File: config.mk
export PLATFORM = sky130hd
export DESIGN_NAME = ex_alu_stage
export DESIGN_NICKNAME = d
export VERILOG_FILES = /design/src/rtl/ex_alu_stage.sv
export SDC_FILE = /design/constraint.sdc
export NUM_CORES = 1
export LEC_CHECK = 0
export ABC_AREA = 1
export BUFFER_PORTS_ARGS = -buffer_cell sky130_fd_sc_hd__buf_4
export CAP_MARGIN = 20
export CORE_AREA = 2 2 147 149
export CTS_BUF_LIST = sky130_fd_sc_hd__clkbuf_8
export DETAILED_ROUTE_END_ITERATION = 10
export DIE_AREA = 0 0 149 151
export GPL_ROUTABILITY_DRIVEN = 0
export GPL_TIMING_DRIVEN = 0
export PLACE_DENSITY_LB_ADDON = 0.25
export SLEW_MARGIN = 20
export SYNTH_ARGS = -nofsm -noshare
export SYNTH_HDL_FRONTEND = slang
export SYNTH_SLANG_ARGS = --single-unit
File: constraint.sdc
create_clock -name clk -period 5.4 [get_ports clk]
set_input_delay 0.54 -clock clk [delete_from_list [all_inputs] [get_ports clk]]
set_output_delay 0.54 -clock clk [all_outputs]
set_load 0.01 [all_outputs]
File: src/rtl/ex_alu_stage.sv
// rtl/ex_alu_stage.sv - execute-stage ALU with 2-entry skid buffer at the EX/MEM boundary
module ex_alu_stage #(
   parameter int XLEN       = 32,
   parameter int REG_ADDR_W = 5
) (
   input  logic                  clk,
   input  logic                  rst_n,
   input  logic                  in_valid,
   output logic                  in_ready,
   input  logic [3:0]            alu_control,
   input  logic [XLEN-1:0]       operand_a,
   input  logic [XLEN-1:0]       operand_b,
   input  logic [XLEN-1:0]       store_data,
   input  logic [REG_ADDR_W-1:0] rd_in,
   input  logic                  reg_write_in,
   input  logic                  mem_read_in,
   input  logic                  mem_write_in,
   input  logic                  branch_in,
   input  logic                  flush,
   output logic                  out_valid,
   input  logic                  out_ready,
   output logic [XLEN-1:0]       alu_result,
   output logic                  zero,
   output logic                  branch_taken,
   output logic                  illegal_op,
   output logic [XLEN-1:0]       store_data_out,
   output logic [REG_ADDR_W-1:0] rd_out,
   output logic                  reg_write_out,
   output logic                  mem_read_out,
   output logic                  mem_write_out
);

   localparam logic [1:0] ST_EMPTY = 2'd0;
   localparam logic [1:0] ST_ONE   = 2'd1;
   localparam logic [1:0] ST_TWO   = 2'd2;

   localparam logic [3:0] OP_AND = 4'b0000;
   localparam logic [3:0] OP_OR  = 4'b0001;
   localparam logic [3:0] OP_ADD = 4'b0010;
   localparam logic [3:0] OP_SUB = 4'b0110;

   typedef struct packed {
      logic [XLEN-1:0]       result;
      logic                  zero;
      logic                  branch_taken;
      logic                  illegal;
      logic [XLEN-1:0]       store_data;
      logic [REG_ADDR_W-1:0] rd;
      logic                  reg_write;
      logic                  mem_read;
      logic                  mem_write;
   } entry_t;

   entry_t     new_entry;
   entry_t     head_q, head_d;
   entry_t     skid_q, skid_d;
   logic [1:0] state_q, state_d;
   logic       in_ready_q;
   logic       acc_fire;
   logic       rel_fire;

   // Unsupported codes produce a harmless entry: result 0, no register or memory write.
   always_comb begin
      new_entry = '0;
      case (alu_control)
         OP_AND:  new_entry.result = operand_a & operand_b;
         OP_OR:   new_entry.result = operand_a | operand_b;
         OP_ADD:  new_entry.result = operand_a + operand_b;
         OP_SUB:  new_entry.result = operand_a - operand_b;
         default: new_entry.illegal = 1'b1;
      endcase
      new_entry.zero         = (new_entry.result == '0);
      new_entry.branch_taken = branch_in & new_entry.zero;
      new_entry.store_data   = store_data;
      new_entry.rd           = rd_in;
      new_entry.reg_write    = reg_write_in & ~new_entry.illegal;
      new_entry.mem_read     = mem_read_in;
      new_entry.mem_write    = mem_write_in & ~new_entry.illegal;
   end

   assign acc_fire = in_valid & in_ready_q & ~flush;
   assign rel_fire = (state_q != ST_EMPTY) & out_ready;

   always_comb begin
      state_d = state_q;
      head_d  = head_q;
      skid_d  = skid_q;
      case (state_q)
         ST_EMPTY: begin
            if (acc_fire) begin
               head_d  = new_entry;
               state_d = ST_ONE;
            end
         end
         ST_ONE: begin
            if (acc_fire && rel_fire) begin
               head_d = new_entry;
            end else if (acc_fire) begin
               skid_d  = new_entry;
               state_d = ST_TWO;
            end else if (rel_fire) begin
               state_d = ST_EMPTY;
            end
         end
         ST_TWO: begin
            if (rel_fire) begin
               head_d  = skid_q;
               state_d = ST_ONE;
            end
         end
         default: state_d = ST_EMPTY;
      endcase
      if (flush) begin
         state_d = ST_EMPTY;
      end
   end

   always_ff @(posedge clk) begin
      if (!rst_n) begin
         state_q    <= ST_EMPTY;
         in_ready_q <= 1'b1;
         head_q     <= '0;
         skid_q     <= '0;
      end else begin
         state_q    <= state_d;
         in_ready_q <= (state_d != ST_TWO);
         head_q     <= head_d;
         skid_q     <= skid_d;
      end
   end

   assign in_ready       = in_ready_q;
   assign out_valid      = (state_q != ST_EMPTY);
   assign alu_result     = head_q.result;
   assign zero           = head_q.zero;
   assign branch_taken   = head_q.branch_taken;
   assign illegal_op     = head_q.illegal;
   assign store_data_out = head_q.store_data;
   assign rd_out         = head_q.rd;
   assign reg_write_out  = head_q.reg_write;
   assign mem_read_out   = head_q.mem_read;
   assign mem_write_out  = head_q.mem_write;

endmodule

After elaboration in Yosys (flattened, before gate mapping). Cells that the tools add are included.

Flip-flop bits (word level): 153. Latch bits: 0. Bits in writable memories: 0. Bits in read-only memories: 0. Output and inout port bits: 77. Word-level logic and storage cells: 63. Memories: 0.

$add $sub $neg: 2. Multipliers: 0. Div/mod/pow operators: 0. $lt $le $gt $ge: 0. Eq/ne operators: 9. Shift operators: 0. Muxes and demuxes: 13. Bitwise gates (word level): 10. Reduce and logical (&&, ||, !) cells: 9.

Operators by type and width (number): 75-bit 2-to-1 mux (3); 75-bit one-hot mux with 3 select lines (1); 32-bit one-hot mux with 4 select lines (1); 32-bit adder (1); 32-bit bitwise AND (1); 32-bit logical NOT (1); 32-bit OR (1); 32-bit subtractor (1); 2-bit 2-to-1 mux (6); 2-bit inequality test, second input constant (4); 1-bit bitwise AND (6); 2-bit one-hot mux with 3 select lines (1); 4-bit by 1-bit == test with 1-bit output, second input constant (1); 4-bit by 2-bit == test with 1-bit output, second input constant (1); 4-bit by 3-bit == test with 1-bit output, second input constant (1); 4-bit logical NOT (1); 4-bit AND reduction (1); 4-bit OR reduction (1); 3-bit AND reduction (1); 3-bit nonzero test (1); 2-bit by 1-bit == test with 1-bit output, second input constant (1); 2-bit == test, second input constant (1); 2-bit logical NOT (1); 1-bit NOT (2); other kinds (3) (3).

Longest topological paths before layout. Gate-level depths: netlist (run 1).

Word-level depth: 8. Depth in mapped cells: 34. Gate-level depth less buffers: 34.

Least setup slack after synthesis (run 1). OpenSTA, ideal clock, no wires.

Path type: input-to-reg. Start point: in operand_b[0]. End point: reg head_q, in the netlist branch_taken. Arrival time: 3.725 ns. Setup slack: 1.608 ns. Stages: 31. Buffers on the path: 0. Cells stage by stage: inv_1 ha_1 inv_1 nor3_2 nand3_2 nor3_2 nand3_2 nor2_4 nand2_2 nor3_4 nor2_2 a21oi_2 o21ai_2 xor2_1 ha_1 nand2_1 nor2_1 nand2_1 nor3_1 nand2_2 nand2_1 nand2_1 nand3_1 nand2_1 nor2_1 nand2_1 nor2_2 nand4_1 nand2_1 nand2_1 a21oi_2.

Word-level cells in the longest chain between the ends: 6.

Ends and longest elaborated chain: from (decl) (RTL line 12) `input logic [XLEN-1:0] operand_b,`; 32-bit subtractor (tied with other cells) (RTL line 69) `OP_SUB: new_entry.result = operand_a - operand_b;`; 32-bit one-hot mux with 4 select lines (*) (RTL line 65) `case (alu_control)`; 32-bit logical NOT (*) (RTL line 72) `new_entry.zero = (new_entry.result == '0);`; 1-bit bitwise AND (*) (RTL line 73) `new_entry.branch_taken = branch_in & new_entry.zero;`; 75-bit 2-to-1 mux (on tied branches) (RTL line 96, 90); 75-bit one-hot mux with 3 select lines (*) (RTL line 88) `case (state_q)`; to (signal assigned) (RTL line 122) `head_q <= '0;`; to (signal assigned) (RTL line 127) `head_q <= head_d;`; to (decl) (RTL line 55) `entry_t head_q, head_d;`.

Mark *: on every way between the ends. The rest lies on a longest branch, timed or not. The select of a mux whose other input is x is not followed. A chain may end at the register's enable or synchronous reset.

Final worst setup path (run 1).
Start point: in operand_b[0]. End point: reg head_q, in the netlist zero.

Word-level cells in the longest chain between the ends: 5.

Ends and longest elaborated chain (RTL line): 32-bit subtractor (tied with other cells) (69); 32-bit one-hot mux with 4 select lines (*) (65); 32-bit logical NOT (*) (72); 75-bit 2-to-1 mux (on tied branches) (96, 90); 75-bit one-hot mux with 3 select lines (*) (88).

Marks and branches as above.

==> impl_metrics.csv, run 1 <==
group,metric,value,unit
critical_path,cell_count_along_the_critical_path,33,
finish,antenna_cells_inserted,0,
synthesis,synthDominantAreaCellType,"sky130_fd_sc_hd__dfxtp_1",
clock_tree,cts_hold_repair.buffers,0,
run,cap_viol_max_count,0,
detailed_routing,drt_wl_total,31100,µm
detailed_routing,detail_route.drc_violations,0,
detailed_routing,antenna_nets_post_route,0,
pwr,total_power,2.70,mW
detailed_routing,route.detailed.wl_per_inst,14.4,µm
critical_path,crit_path_start,"operand_b[0]",
critical_path,critical_path.startpoint_type,"primary input",
synthesis,net_count_of_the_mapped_netlist,1811,
critical_path,worst-r2r-setup-slack,2.97,ns
clock_tree,cts_tree,"yes",
critical_path,critical-path-top-delay-family,"simple AND/OR/NAND/NOR gates",
pwr,netSwitchingFraction,34.4,%
pwr,clkPwrFrac,30.0,%
pwr,p_leak,6.26,nW
pwr,ir_worst_vdd,0.121,mV
die,die_w,149,µm
detailed_routing,via_count,11300,
clock_tree,clock-root-buffer,"sky130_fd_sc_hd__clkbuf_8",
clock_tree,clock_tree.htree_level_count,4,
clock_tree,tritoncts.num_buffers,17,
pwr,power-per-cell-area,218,nW/µm²
clock_tree,clock_insertion_delay_at_the_later_pin_of_the_skew_report,0.46,ns
global_route,grt_start_max_net_pins,17,
place,numPortBuffers,189,
global_route,number_of_antenna_violations_at_the_first_check_in_global_routing,0,
global_route,track_usage,27.0,%
sta,post-route-min-period,4.40,ns
die,num_io_pins,191,
synthesis,synth_sequential_area_ratio,29.9,%
die,fp.coreArea,20800,µm²
sta,tightestPinTransition,0.668,ns
place,place.detailed.hpwl,24800,µm
finish,fin_nets,2019,
critical_path,reg2reg_from,"state_q[0]",
global_route,wire_length_of_the_first_global_routing_pass,49000,µm
clock_tree,path_clk_slew,0.08,ns
synthesis,synth_ff_type,"sky130_fd_sc_hd__dfxtp_1",
sta,hold_viol,0,
sta,fmax,0.227,GHz
pwr,seqPwrFrac,43.6,%
sta,sum_neg_setup_slack,0,ns
clock_tree,cts_setup_buffers,0,
critical_path,crit-reg2reg-capture,"skid_q[33]",
finish,area_delta_synth_final,20.7,%
die,num_rows,53,
sta,post-route-period-util,81.4,%
critical_path,worst_r2r_path_depth,7,
sta,setup_violating_endpoint_count_in_the_final_report,0,
finish,drive_above_1_share,14.2,%
critical_path,critical_path_required,5.78,ns
synthesis,synth_top_cells_by_count,"sky130_fd_sc_hd__nand2_1 (440), sky130_fd_sc_hd__inv_1 (271), sky130_fd_sc_hd__o21ai_0 (164)",
synthesis,mappedNetlistArea,10300,µm²
synthesis,synth-async-reset-ratio,0,%
sta,max_slew_margin,55.1,%
synthesis,synth_top_area_share,29.9,%
synthesis,synth_edf_count,0,
sta,max_transition_viols_final,0,
global_route,number_of_global_route_vias_before_repair,9925,
critical_path,crit_top_cell,"sky130_fd_sc_hd__nand2_1",
clock_tree,ctsLongestPathBuffers,2,
outcome,status,"finished, final reports clean",
critical_path,cpPeakStageDelay,0.41,ns
detailed_routing,drt_iter0_markers,844,
sta,skew,0.0166,ns
synthesis,ys_warn_count,0,
pwr,power_report.internal_total,1.77,mW
clock_tree,cts_resized,0,
synthesis,library_cell_with_the_highest_instance_count_after_synthesis,"sky130_fd_sc_hd__nand2_1",
detailed_routing,vias_per_cell,5.25,
pwr,combPwrFrac,26.4,%
critical_path,class_of_the_most_critical_setup_path,"in -> reg",
sta,unrepaired_setup_endpoints_after_global_routing,"false",
hold_path,hold_class,"in -> reg",
critical_path,crit_end,"zero",
critical_path,worst_ep_arrival_time,4.78,ns
synthesis,syn_inst,1662,
synthesis,synth_area_per_cell,6.17,µm²
critical_path,worstPathMaxFanout,5,
die,design.die.area,22500,µm²
synthesis,synth_area_leaders,"sky130_fd_sc_hd__dfxtp_1 (30%), sky130_fd_sc_hd__nand2_1 (16%), sky130_fd_sc_hd__inv_1 (9.9%), sky130_fd_sc_hd__o21ai_0 (8.0%), sky130_fd_sc_hd__a21oi_1 (7.8%)",
global_route,overflow,0,
synthesis,netlist-cell-type-count,42,
critical_path,cp_endpoint_kind,"flip-flop",
die,start_util,49.3,%
pwr,net-switching-power,0.929,mW
synthesis,ys_ff_latch,153,
die,chip_height,151,µm
critical_path,cpMaxStageDelayCell,"sky130_fd_sc_hd__ha_1",
critical_path,cp.buffers_inverters,9,
detailed_routing,drt_pass1_iterations,5,
clock_tree,cts.sinks,153,
-- placed cells by master (no fill, tap or decap), types with 40 or more instances in the layout --
master and count:
sky130_fd_sc_hd__buf_4 189, sky130_fd_sc_hd__a21oi_1 159, sky130_fd_sc_hd__a31oi_1 40, sky130_fd_sc_hd__o21ai_0 164, sky130_fd_sc_hd__clkbuf_1 60, sky130_fd_sc_hd__dfxtp_1 153
sky130_fd_sc_hd__nand2_1 440, sky130_fd_sc_hd__nor2_1 113, sky130_fd_sc_hd__nand3_1 76, sky130_fd_sc_hd__inv_1 272
-- cell families after synthesis --
logic type               count (synthesis)  synth area share (%)
buffers and inverters                  349                  13.1
adder cells (fa/ha/maj)                 58                  6.59
AND/OR/NAND/NOR                        691                  28.4
XOR/XNOR                                31                  2.65
AO/OA/AOI/OAI                          380                  19.5
flip-flops                             153                  29.9
-- stage by stage --
stage          setup WS (ns)  cells  util, %  area, µm²  hold slack, ns
6_report                1.00   2158     59.5      12400           0.293
5_1_grt                0.672   2158     59.5      12400           0.298
4_1_cts                 1.16   2158     59.5      12400           0.279
3_5_place_dp           0.695   2126     57.7      12000           0.436
3_3_place_gp           0.753   2126     57.7      12000           0.431
2_1_floorplan           1.61   1662        -      10300           0.424
-- flip-flops by register name (all words and copies together), names as in the netlist --
name	cells
rd_out	5
mem_write_out	1
zero	1
mem_read_out	1
branch_taken	1
alu_result	32
reg_write_out	1
in_ready	1
illegal_op	1
state_q	2
store_data_out	32
skid_q	75
-- tightest hold or removal path, stage by stage --
cell and delay [ns]:
sky130_fd_sc_hd__buf_4 0.09, sky130_fd_sc_hd__a21oi_1 0.03, sky130_fd_sc_hd__nand2_1 0.06
-- worst min path at each step --
stage,start,endpoint,depth (start not counted)
2_1_floorplan,skid_q[10],skid_q[10],2
3_3_place_gp,skid_q[10],skid_q[10],2
3_5_place_dp,skid_q[12],skid_q[12],2
4_1_cts,flush,in_ready,3
5_1_grt,flush,in_ready,3
6_report,flush,in_ready,3
-- metal layers --
layer  GRT usage, %  wire, µm
met1           37.3     14300
met2           44.6     14200
met3           3.49      2060
met4           7.24       546
met5              0         0
-- power groups by stage --
| stage | logic (mW) | registers, mW | clock network (mW) |
|---|---|---|---|
| 3_5_place_dp | 0.702 | 1.21 | 0 |
| 3_3_place_gp | 0.690 | 1.20 | 0 |
| 4_1_cts | 0.705 | 1.18 | 0.821 |
| 2_1_floorplan | 0.431 | 1.22 | 0 |
| 6_report | 0.713 | 1.18 | 0.811 |
| 5_1_grt | 0.795 | 1.18 | 0.873 |
-- cell type report --
type | instances | area [µm²]
well taps | 275 | 344
clock buffers | 17 | 234
clock inverters | 15 | 128
fillers | 2057 | 8440
flip-flops and latches | 153 | 3060
multi-input cells | 1160 | 5850
repair buffers | 189 | 1420
inverters | 276 | 1040
plain buffers | 73 | 303
Power figures use the tool's default switching activity.
==> run 2, diff against run 1 <==
- ABC_AREA: 1 -> 0
- CORE_AREA: 2 2 147 149 -> 2 2 143 145
- DIE_AREA: 0 0 149 151 -> 0 0 145 147
- clock period: 5.4 -> 4.3 ns (I/O delays scaled with it)
==> run 2 against run 1 <==
Compared with the run above:
- the flow now finishes with violations (setup timing)
- critical path depth down 15
- combinational power grew 46%
- sequential share of layout area is 0.57 points lower
- clock power up 25%
- non-clock buffer count is 44 higher
- die area is 5.3% lower
- clock skew down 0.0079 ns
- synthesized area fell by 4.9%
- core utilization increased by 4.4 points
- global-route usage rose by 1.5 points
- critical endpoint is now skid_q[42]
- largest power group unchanged
- highest routed layer unchanged
==> impl_metrics.csv, run 2 <==
group,metric,value,unit
outcome,status,"complete, but fails checks",
outcome,failing_checks,"setup timing",
pwr,clkPwrFrac,28.5,%
pwr,seqPwrFrac,42.1,%
synthesis,synth-async-reset-ratio,0,%
detailed_routing,antenna_nets_post_route,0,
sta,sum_neg_setup_slack,-0.477,ns
synthesis,ys_ff_latch,153,
pwr,p_leak,5.75,nW
detailed_routing,route.detailed.wl_per_inst,17.9,µm
sta,post-route-period-util,103,%
global_route,grt_start_max_net_pins,17,
die,die_w,145,µm
global_route,wire_length_of_the_first_global_routing_pass,49800,µm
global_route,overflow,0,
global_route,track_usage,28.6,%
finish,antenna_cells_inserted,0,
synthesis,library_cell_with_the_highest_instance_count_after_synthesis,"sky130_fd_sc_hd__nand2_1",
sta,max_slew_margin,41.8,%
pwr,ir_worst_vdd,0.199,mV
finish,largest_register_ffs,75,
finish,layout.cells.most_common_list,"sky130_fd_sc_hd__nand2_1 (247), sky130_fd_sc_hd__buf_4 (213), sky130_fd_sc_hd__dfxtp_1 (153), sky130_fd_sc_hd__nor2_1 (87), sky130_fd_sc_hd__a21oi_1 (73)",
sta,skew,0.00877,ns
detailed_routing,drt_iter0_markers,1156,
critical_path,worst_ep_arrival_time,4.77,ns
sta,post-route-min-period,4.43,ns
hold_path,worst_hold_path.endpoint,"skid_q[18]",
detailed_routing,detail_route.drc_violations,0,
synthesis,synth_top_cells_by_count,"sky130_fd_sc_hd__nand2_1 (253), sky130_fd_sc_hd__dfxtp_1 (153), sky130_fd_sc_hd__nor2_1 (92)",
critical_path,worstPathMaxFanout,5,
finish,area_delta_synth_final,29.9,%
synthesis,ys_warn_count,0,
clock_tree,ctsLongestPathBuffers,2,
place,place.detailed.hpwl,24100,µm
hold_path,worstHoldPathCells,3,
detailed_routing,vias_per_cell,5.91,
hold_path,hold_class,"in -> reg",
clock_tree,clock_insertion_delay_at_the_later_pin_of_the_skew_report,0.46,ns
clock_tree,cts.sinks,153,
synthesis,synth_sequential_area_ratio,31.4,%
hold_path,hold_path.startpoint,"store_data[10]",
critical_path,cp_endpoint_kind,"flip-flop",
global_route,number_of_global_route_vias_before_repair,9529,
die,num_io_pins,191,
die,start_util,49.2,%
critical_path,critical_path_required,4.65,ns
place,placement.setup.worst_slack,-1.32,ns
pwr,netSwitchingFraction,34.0,%
run,cap_viol_max_count,0,
clock_tree,tritoncts.num_buffers,17,
finish,fin_nets,1645,
pwr,power-per-cell-area,280,nW/µm²
critical_path,class_of_the_most_critical_setup_path,"in -> reg",
critical_path,worst-r2r-setup-slack,1.66,ns
detailed_routing,drt_wl_total,31800,µm
detailed_routing,via_count,10500,
critical_path,critical-path-top-delay-family,"simple AND/OR/NAND/NOR gates",
die,num_rows,52,
pwr,combPwrFrac,29.4,%
clock_tree,clock_tree.htree_level_count,4,
synthesis,synth_edf_count,0,
detailed_routing,drt_pass1_iterations,6,
pwr,total_power,3.54,mW
critical_path,cp.buffers_inverters,2,
clock_tree,cts_tree,"yes",
sta,tightestPinTransition,0.865,ns
synthesis,synth_ff_type,"sky130_fd_sc_hd__dfxtp_1",
die,chip_height,147,µm
critical_path,crit_top_cell,"sky130_fd_sc_hd__or4_4",
clock_tree,path_clk_slew,0.10,ns
synthesis,synthDominantAreaCellType,"sky130_fd_sc_hd__dfxtp_1",
critical_path,crit_path_start,"operand_b[10]",
pwr,power_report.internal_total,2.34,mW
synthesis,netlist-cell-type-count,78,
critical_path,reg2reg_from,"state_q[1]",
critical_path,cell_count_along_the_critical_path,18,
synthesis,net_count_of_the_mapped_netlist,1414,
synthesis,mappedNetlistArea,9760,µm²
sta,hold_viol,0,
finish,drive_above_1_share,23.8,%
sta,holdWs,0.231,ns
synthesis,synth_area_per_cell,7.71,µm²
critical_path,critical_path.startpoint_type,"primary input",
die,design.die.area,21300,µm²
sta,unrepaired_setup_endpoints_after_global_routing,"true",
critical_path,cpPeakStageDelay,0.58,ns
critical_path,crit-reg2reg-capture,"store_data_out[21]",
synthesis,synth_top_area_share,31.4,%
synthesis,syn_inst,1265,
sta,postLayoutSetupSlackWorst,-0.129,ns
critical_path,worst_r2r_path_depth,8,
place,numPortBuffers,186,
global_route,number_of_antenna_violations_at_the_first_check_in_global_routing,0,
finish,top_register,"skid_q",
die,fp.coreArea,19800,µm²
sta,max_transition_viols_final,0,
synthesis,synth_area_leaders,"sky130_fd_sc_hd__dfxtp_1 (31%), sky130_fd_sc_hd__nand2_1 (9.7%), sky130_fd_sc_hd__o211a_1 (7.0%), sky130_fd_sc_hd__ha_1 (4.4%), sky130_fd_sc_hd__a21oi_1 (4.1%)",
sta,fmax,0.226,GHz
finish,most_frequent_standard_cell_in_the_layout_excluding_fill_and_tap_cells,"sky130_fd_sc_hd__nand2_1",
critical_path,crit_path_cell_trace,"buf_6 > or4_4 > or4b_4 > nor3b_4 > nor2_1 > xnor2_1 > ha_2 > nand2_4 > or3_4 > a211oi_4 > nor3_4 > or4_4 > a32oi_4 > a211oi_2 > nand4_1 > nor4_4 > buf_4 > a31o_1",
clock_tree,clock-root-buffer,"sky130_fd_sc_hd__clkbuf_8",
critical_path,cpMaxStageDelayCell,"sky130_fd_sc_hd__or4b_4",
sta,setup_violating_endpoint_count_in_the_final_report,5,
pwr,net-switching-power,1.20,mW
-- run 2: cell types whose count changed in the layout (fill, tap and decap cells not counted), sizes merged, moves of 46 or more --
cell | previous run | this run
nand2 | 451 | 253
o211a | 1 | 68
a21boi | 0 | 46
a21oi | 162 | 80
o21ai | 165 | 36
inv | 286 | 20
-- run 2: kinds of logic after synthesis --
kind of cell | synth area share, %
simple gates | 25.3
compound gates | 26.9
flops | 31.4
buf+inv | 4.55
fa+ha+maj | 7.03
xor+xnor | 4.21
mux | 0.641
-- run 2: how the worst max path moves through the flow --
stage	end	slack, ns
2_1_floorplan	skid_q[42]	-0.13
3_3_place_gp	skid_q[42]	-1.15
3_5_place_dp	skid_q[42]	-1.32
4_1_cts	skid_q[42]	-0.12
5_1_grt	skid_q[42]	-0.24
6_report	skid_q[42]	-0.13
-- run 2: power by group through the flow --
stage / clock network (mW) / registers (mW) / logic [mW]
global route: 1.08 / 1.50 / 1.12
detailed placement: 0 / 1.52 / 0.899
global placement: 0 / 1.52 / 0.885
floorplan: 0 / 1.54 / 0.550
finish: 1.01 / 1.49 / 1.04
CTS: 1.02 / 1.49 / 0.968
-- run 2: worst min-delay path, cell delays in order --
cell and delay (ns):
sky130_fd_sc_hd__buf_4 0.12, sky130_fd_sc_hd__nand2_1 0.04, sky130_fd_sc_hd__a21boi_0 0.06
-- run 2: final cells by class --
cell class | count | area, µm²
Clock buffer | 17 | 234
Timing Repair Buffer | 217 | 1650
Multi-Input combinational cell | 1008 | 6770
Sequential cell | 153 | 3060
Fill cell | 1777 | 7170
Buffer | 89 | 454
Tap cell | 270 | 338
Clock inverter | 15 | 131
Inverter | 10 | 37.5
-- run 2: stage by stage --
| step | cells | instance area, µm² | utilization (%) |
|---|---|---|---|
| 2_1_floorplan | 1265 | 9880 | - |
| 3_3_place_gp | 1721 | 11600 | 58.5 |
| 3_5_place_dp | 1722 | 11600 | 58.6 |
| 4_1_cts | 1771 | 12400 | 62.4 |
| 5_1_grt | 1779 | 12700 | 63.9 |
| 6_report | 1779 | 12700 | 63.9 |
-- run 2: routing by layer --
metal | up-vias | wire (µm) | global-route usage [%] | part of all wire [%]
met4 | 0 | 928 | 8.66 | 2.9
met1 | 4932 | 13800 | 38.8 | 43
met5 | - | 0 | 0 | 0
met2 | 499 | 14700 | 47.2 | 46
met3 | 79 | 2390 | 4.16 | 7.5
li1 | 5007 | - | - | -
-- run 2: what timing repair did --
| action | 4_1_cts | 5_1_grt |
|---|---|---|
| resized for setup | 51 | 50 |
| hold buffers | 0 | 0 |
| pin swaps | 24 | 24 |
| setup buffers | 20 | 12 |
| setup endpoints to repair | 19 | 9 |
==> run 3, diff against run 2 <==
- ABC_AREA: 0 -> 1
- CORE_AREA: 2 2 143 145 -> 2 2 147 149
- DIE_AREA: 0 0 145 147 -> 0 0 149 151
==> run 3 against run 2 <==
Compared with the run above:
- the run now ends clean
- maximum frequency grew 9.9%
- hold slack lost 0.051 ns
- routed wire length shrank 1.9%
- sequential share of layout area grew 0.43 points
- clock skew grew 0.0086 ns
- global-route usage shrank 1.5 points
- count of clock-buffer cells in the layout is the same
- sequential power is essentially flat
- cell count grew 21%
- power shrank 3.7%
- final area shrank 1.8%
- worst setup slack gained 0.40 ns
==> impl_metrics.csv, run 3 (same netlist as run 1, synthesis figures left out) <==
group,metric,value,unit
global_route,number_of_antenna_violations_at_the_first_check_in_global_routing,0,
clock_tree,cts_tree,"yes",
critical_path,crit_path_start,"operand_b[2]",
pwr,ir_worst_vdd,0.152,mV
clock_tree,cts_hold_repair.buffers,0,
finish,area_delta_synth_final,21.4,%
critical_path,worst_r2r_path_depth,7,
die,die_w,149,µm
die,fp.coreArea,20800,µm²
finish,design_area,12400,µm²
critical_path,reg2reg_from,"state_q[0]",
critical_path,cpPeakStageDelay,0.41,ns
detailed_routing,highest_layer,"met4",
critical_path,critical_path_required,4.68,ns
die,design.die.area,22500,µm²
detailed_routing,drt_iter0_markers,816,
global_route,grt_start_max_net_pins,17,
critical_path,class_of_the_most_critical_setup_path,"in -> reg",
detailed_routing,via_count,11300,
die,num_io_pins,191,
sta,tightestPinTransition,0.642,ns
finish,fin_nets,2020,
place,place.detailed.hpwl,24800,µm
clock_tree,ctsLongestPathBuffers,2,
die,num_rows,53,
pwr,power-per-cell-area,274,nW/µm²
detailed_routing,detail_route.drc_violations,0,
place,dp_cell_count,2126,
global_route,number_of_global_route_vias_before_repair,9925,
sta,skew,0.0173,ns
place,place_area,12000,µm²
sta,hold_viol,0,
detailed_routing,antenna_nets_post_route,0,
finish,area_of_the_multi_input_gates,5920,µm²
sta,sum_neg_setup_slack,0,ns
finish,layout.cells.most_common_list,"sky130_fd_sc_hd__nand2_1 (438), sky130_fd_sc_hd__inv_1 (271), sky130_fd_sc_hd__buf_4 (190), sky130_fd_sc_hd__o21ai_0 (163), sky130_fd_sc_hd__a21oi_1 (156)",
sta,setup_violating_endpoint_count_in_the_final_report,0,
finish,largest_register_ffs,75,
sta,max_slew_margin,56.8,%
global_route,wire_length_of_the_first_global_routing_pass,49000,µm
finish,area.sequential,3060,µm²
detailed_routing,routed-wl-met3,1860,µm
clock_tree,clock_insertion_delay_at_the_later_pin_of_the_skew_report,0.47,ns
clock_tree,cts.sinks,153,
critical_path,worstPathMaxFanout,5,
finish,fillCellCount,2047,
finish,most_frequent_standard_cell_in_the_layout_excluding_fill_and_tap_cells,"sky130_fd_sc_hd__nand2_1",
place,placement.setup.worst_slack,-0.295,ns
detailed_routing,wl_met1,14600,µm
finish,antenna_cells_inserted,0,
critical_path,cp_endpoint_kind,"flip-flop",
sta,post-route-period-util,93.7,%
clock_tree,clock-root-buffer,"sky130_fd_sc_hd__clkbuf_8",
critical_path,crit-reg2reg-capture,"skid_q[33]",
sta,fmax,0.248,GHz
sta,post-route-min-period,4.03,ns
outcome,status,"finished, final reports clean",
detailed_routing,vias_per_cell,5.25,
finish,top_register,"skid_q",
detailed_routing,route.detailed.wl_per_inst,14.5,µm
clock_tree,path_clk_slew,0.08,ns
global_route,overflow,0,
critical_path,crit_top_cell,"sky130_fd_sc_hd__nand2_1",
critical_path,worst-r2r-setup-slack,1.89,ns
critical_path,cpMaxStageDelayCell,"sky130_fd_sc_hd__ha_2",
detailed_routing,drt_wl_total,31200,µm
sta,max_transition_viols_final,0,
detailed_routing,dr_wl_met2,14300,µm
clock_tree,tritoncts.num_buffers,17,
die,start_util,49.3,%
detailed_routing,drt_pass1_iterations,6,
finish,final-instance-count-excl-fill,2159,
critical_path,crit_end,"zero",
critical_path,worst_ep_arrival_time,4.41,ns
finish,drive_above_1_share,14.9,%
sta,postLayoutSetupSlackWorst,0.271,ns
die,chip_height,151,µm
global_route,track_usage,27.0,%
hold_path,hold_class,"in -> reg",
run,cap_viol_max_count,0,
place,numPortBuffers,189,
critical_path,critical_path.startpoint_type,"primary input",
pwr,total_power,3.41,mW
clock_tree,clock_tree.htree_level_count,4,
pwr,p_leak,6.27,nW
## run 3: worst min path at each step
stage	startpoint	end	slack, ns	cells past startpoint
floorplan	skid_q[10]	skid_q[10]	0.42	2
global placement	skid_q[10]	skid_q[10]	0.43	2
detailed placement	skid_q[12]	skid_q[12]	0.44	2
CTS	flush	in_ready	0.17	3
global route	flush	in_ready	0.19	3
finish	flush	in_ready	0.18	3
## run 3: where the power goes
group          internal [mW]  total (mW)  switching [mW]
sequential              1.46        1.48          0.0208
clock                  0.419        1.02           0.603
combinational          0.352       0.908           0.556
## run 3: final cells by class
| class | instances | area share (%) |
|---|---|---|
| clock inverters | 15 | 1.03 |
| flip-flops and latches | 153 | 24.6 |
| well taps | 275 | 2.76 |
| inverters | 276 | 8.32 |
| clock buffers | 17 | 1.88 |
| repair buffers | 190 | 11.5 |
| plain buffers | 73 | 2.43 |
| multi-input cells | 1160 | 47.5 |
## run 3: repair_timing
action                                  4_1_cts  5_1_grt
buffers inserted                              0        1
gates resized for setup                       0       17
endpoints found under the setup margin        0        4
## run 3: per-layer routing
metal | track usage [%] | vias to the layer above
met5 | 0 | -
met4 | 7.24 | 0
met3 | 3.49 | 37
met1 | 37.3 | 5173
li1 | - | 5717
met2 | 44.6 | 403
## run 3: worst max-delay path, delay by kind of cell
family | cells | cell delay, ns
compound gates | 3 | 0.54
fa+ha+maj | 1 | 0.41
simple gates | 20 | 2.11
buf+inv | 8 | 0.72
xor+xnor | 1 | 0.20
## run 3: per-stage QoR
step	hold slack [ns]	utilization [%]
detailed placement	0.436	57.7
floorplan	0.424	-
finish	0.180	59.8
global route	0.188	59.8
CTS	0.169	59.5
global placement	0.431	57.7
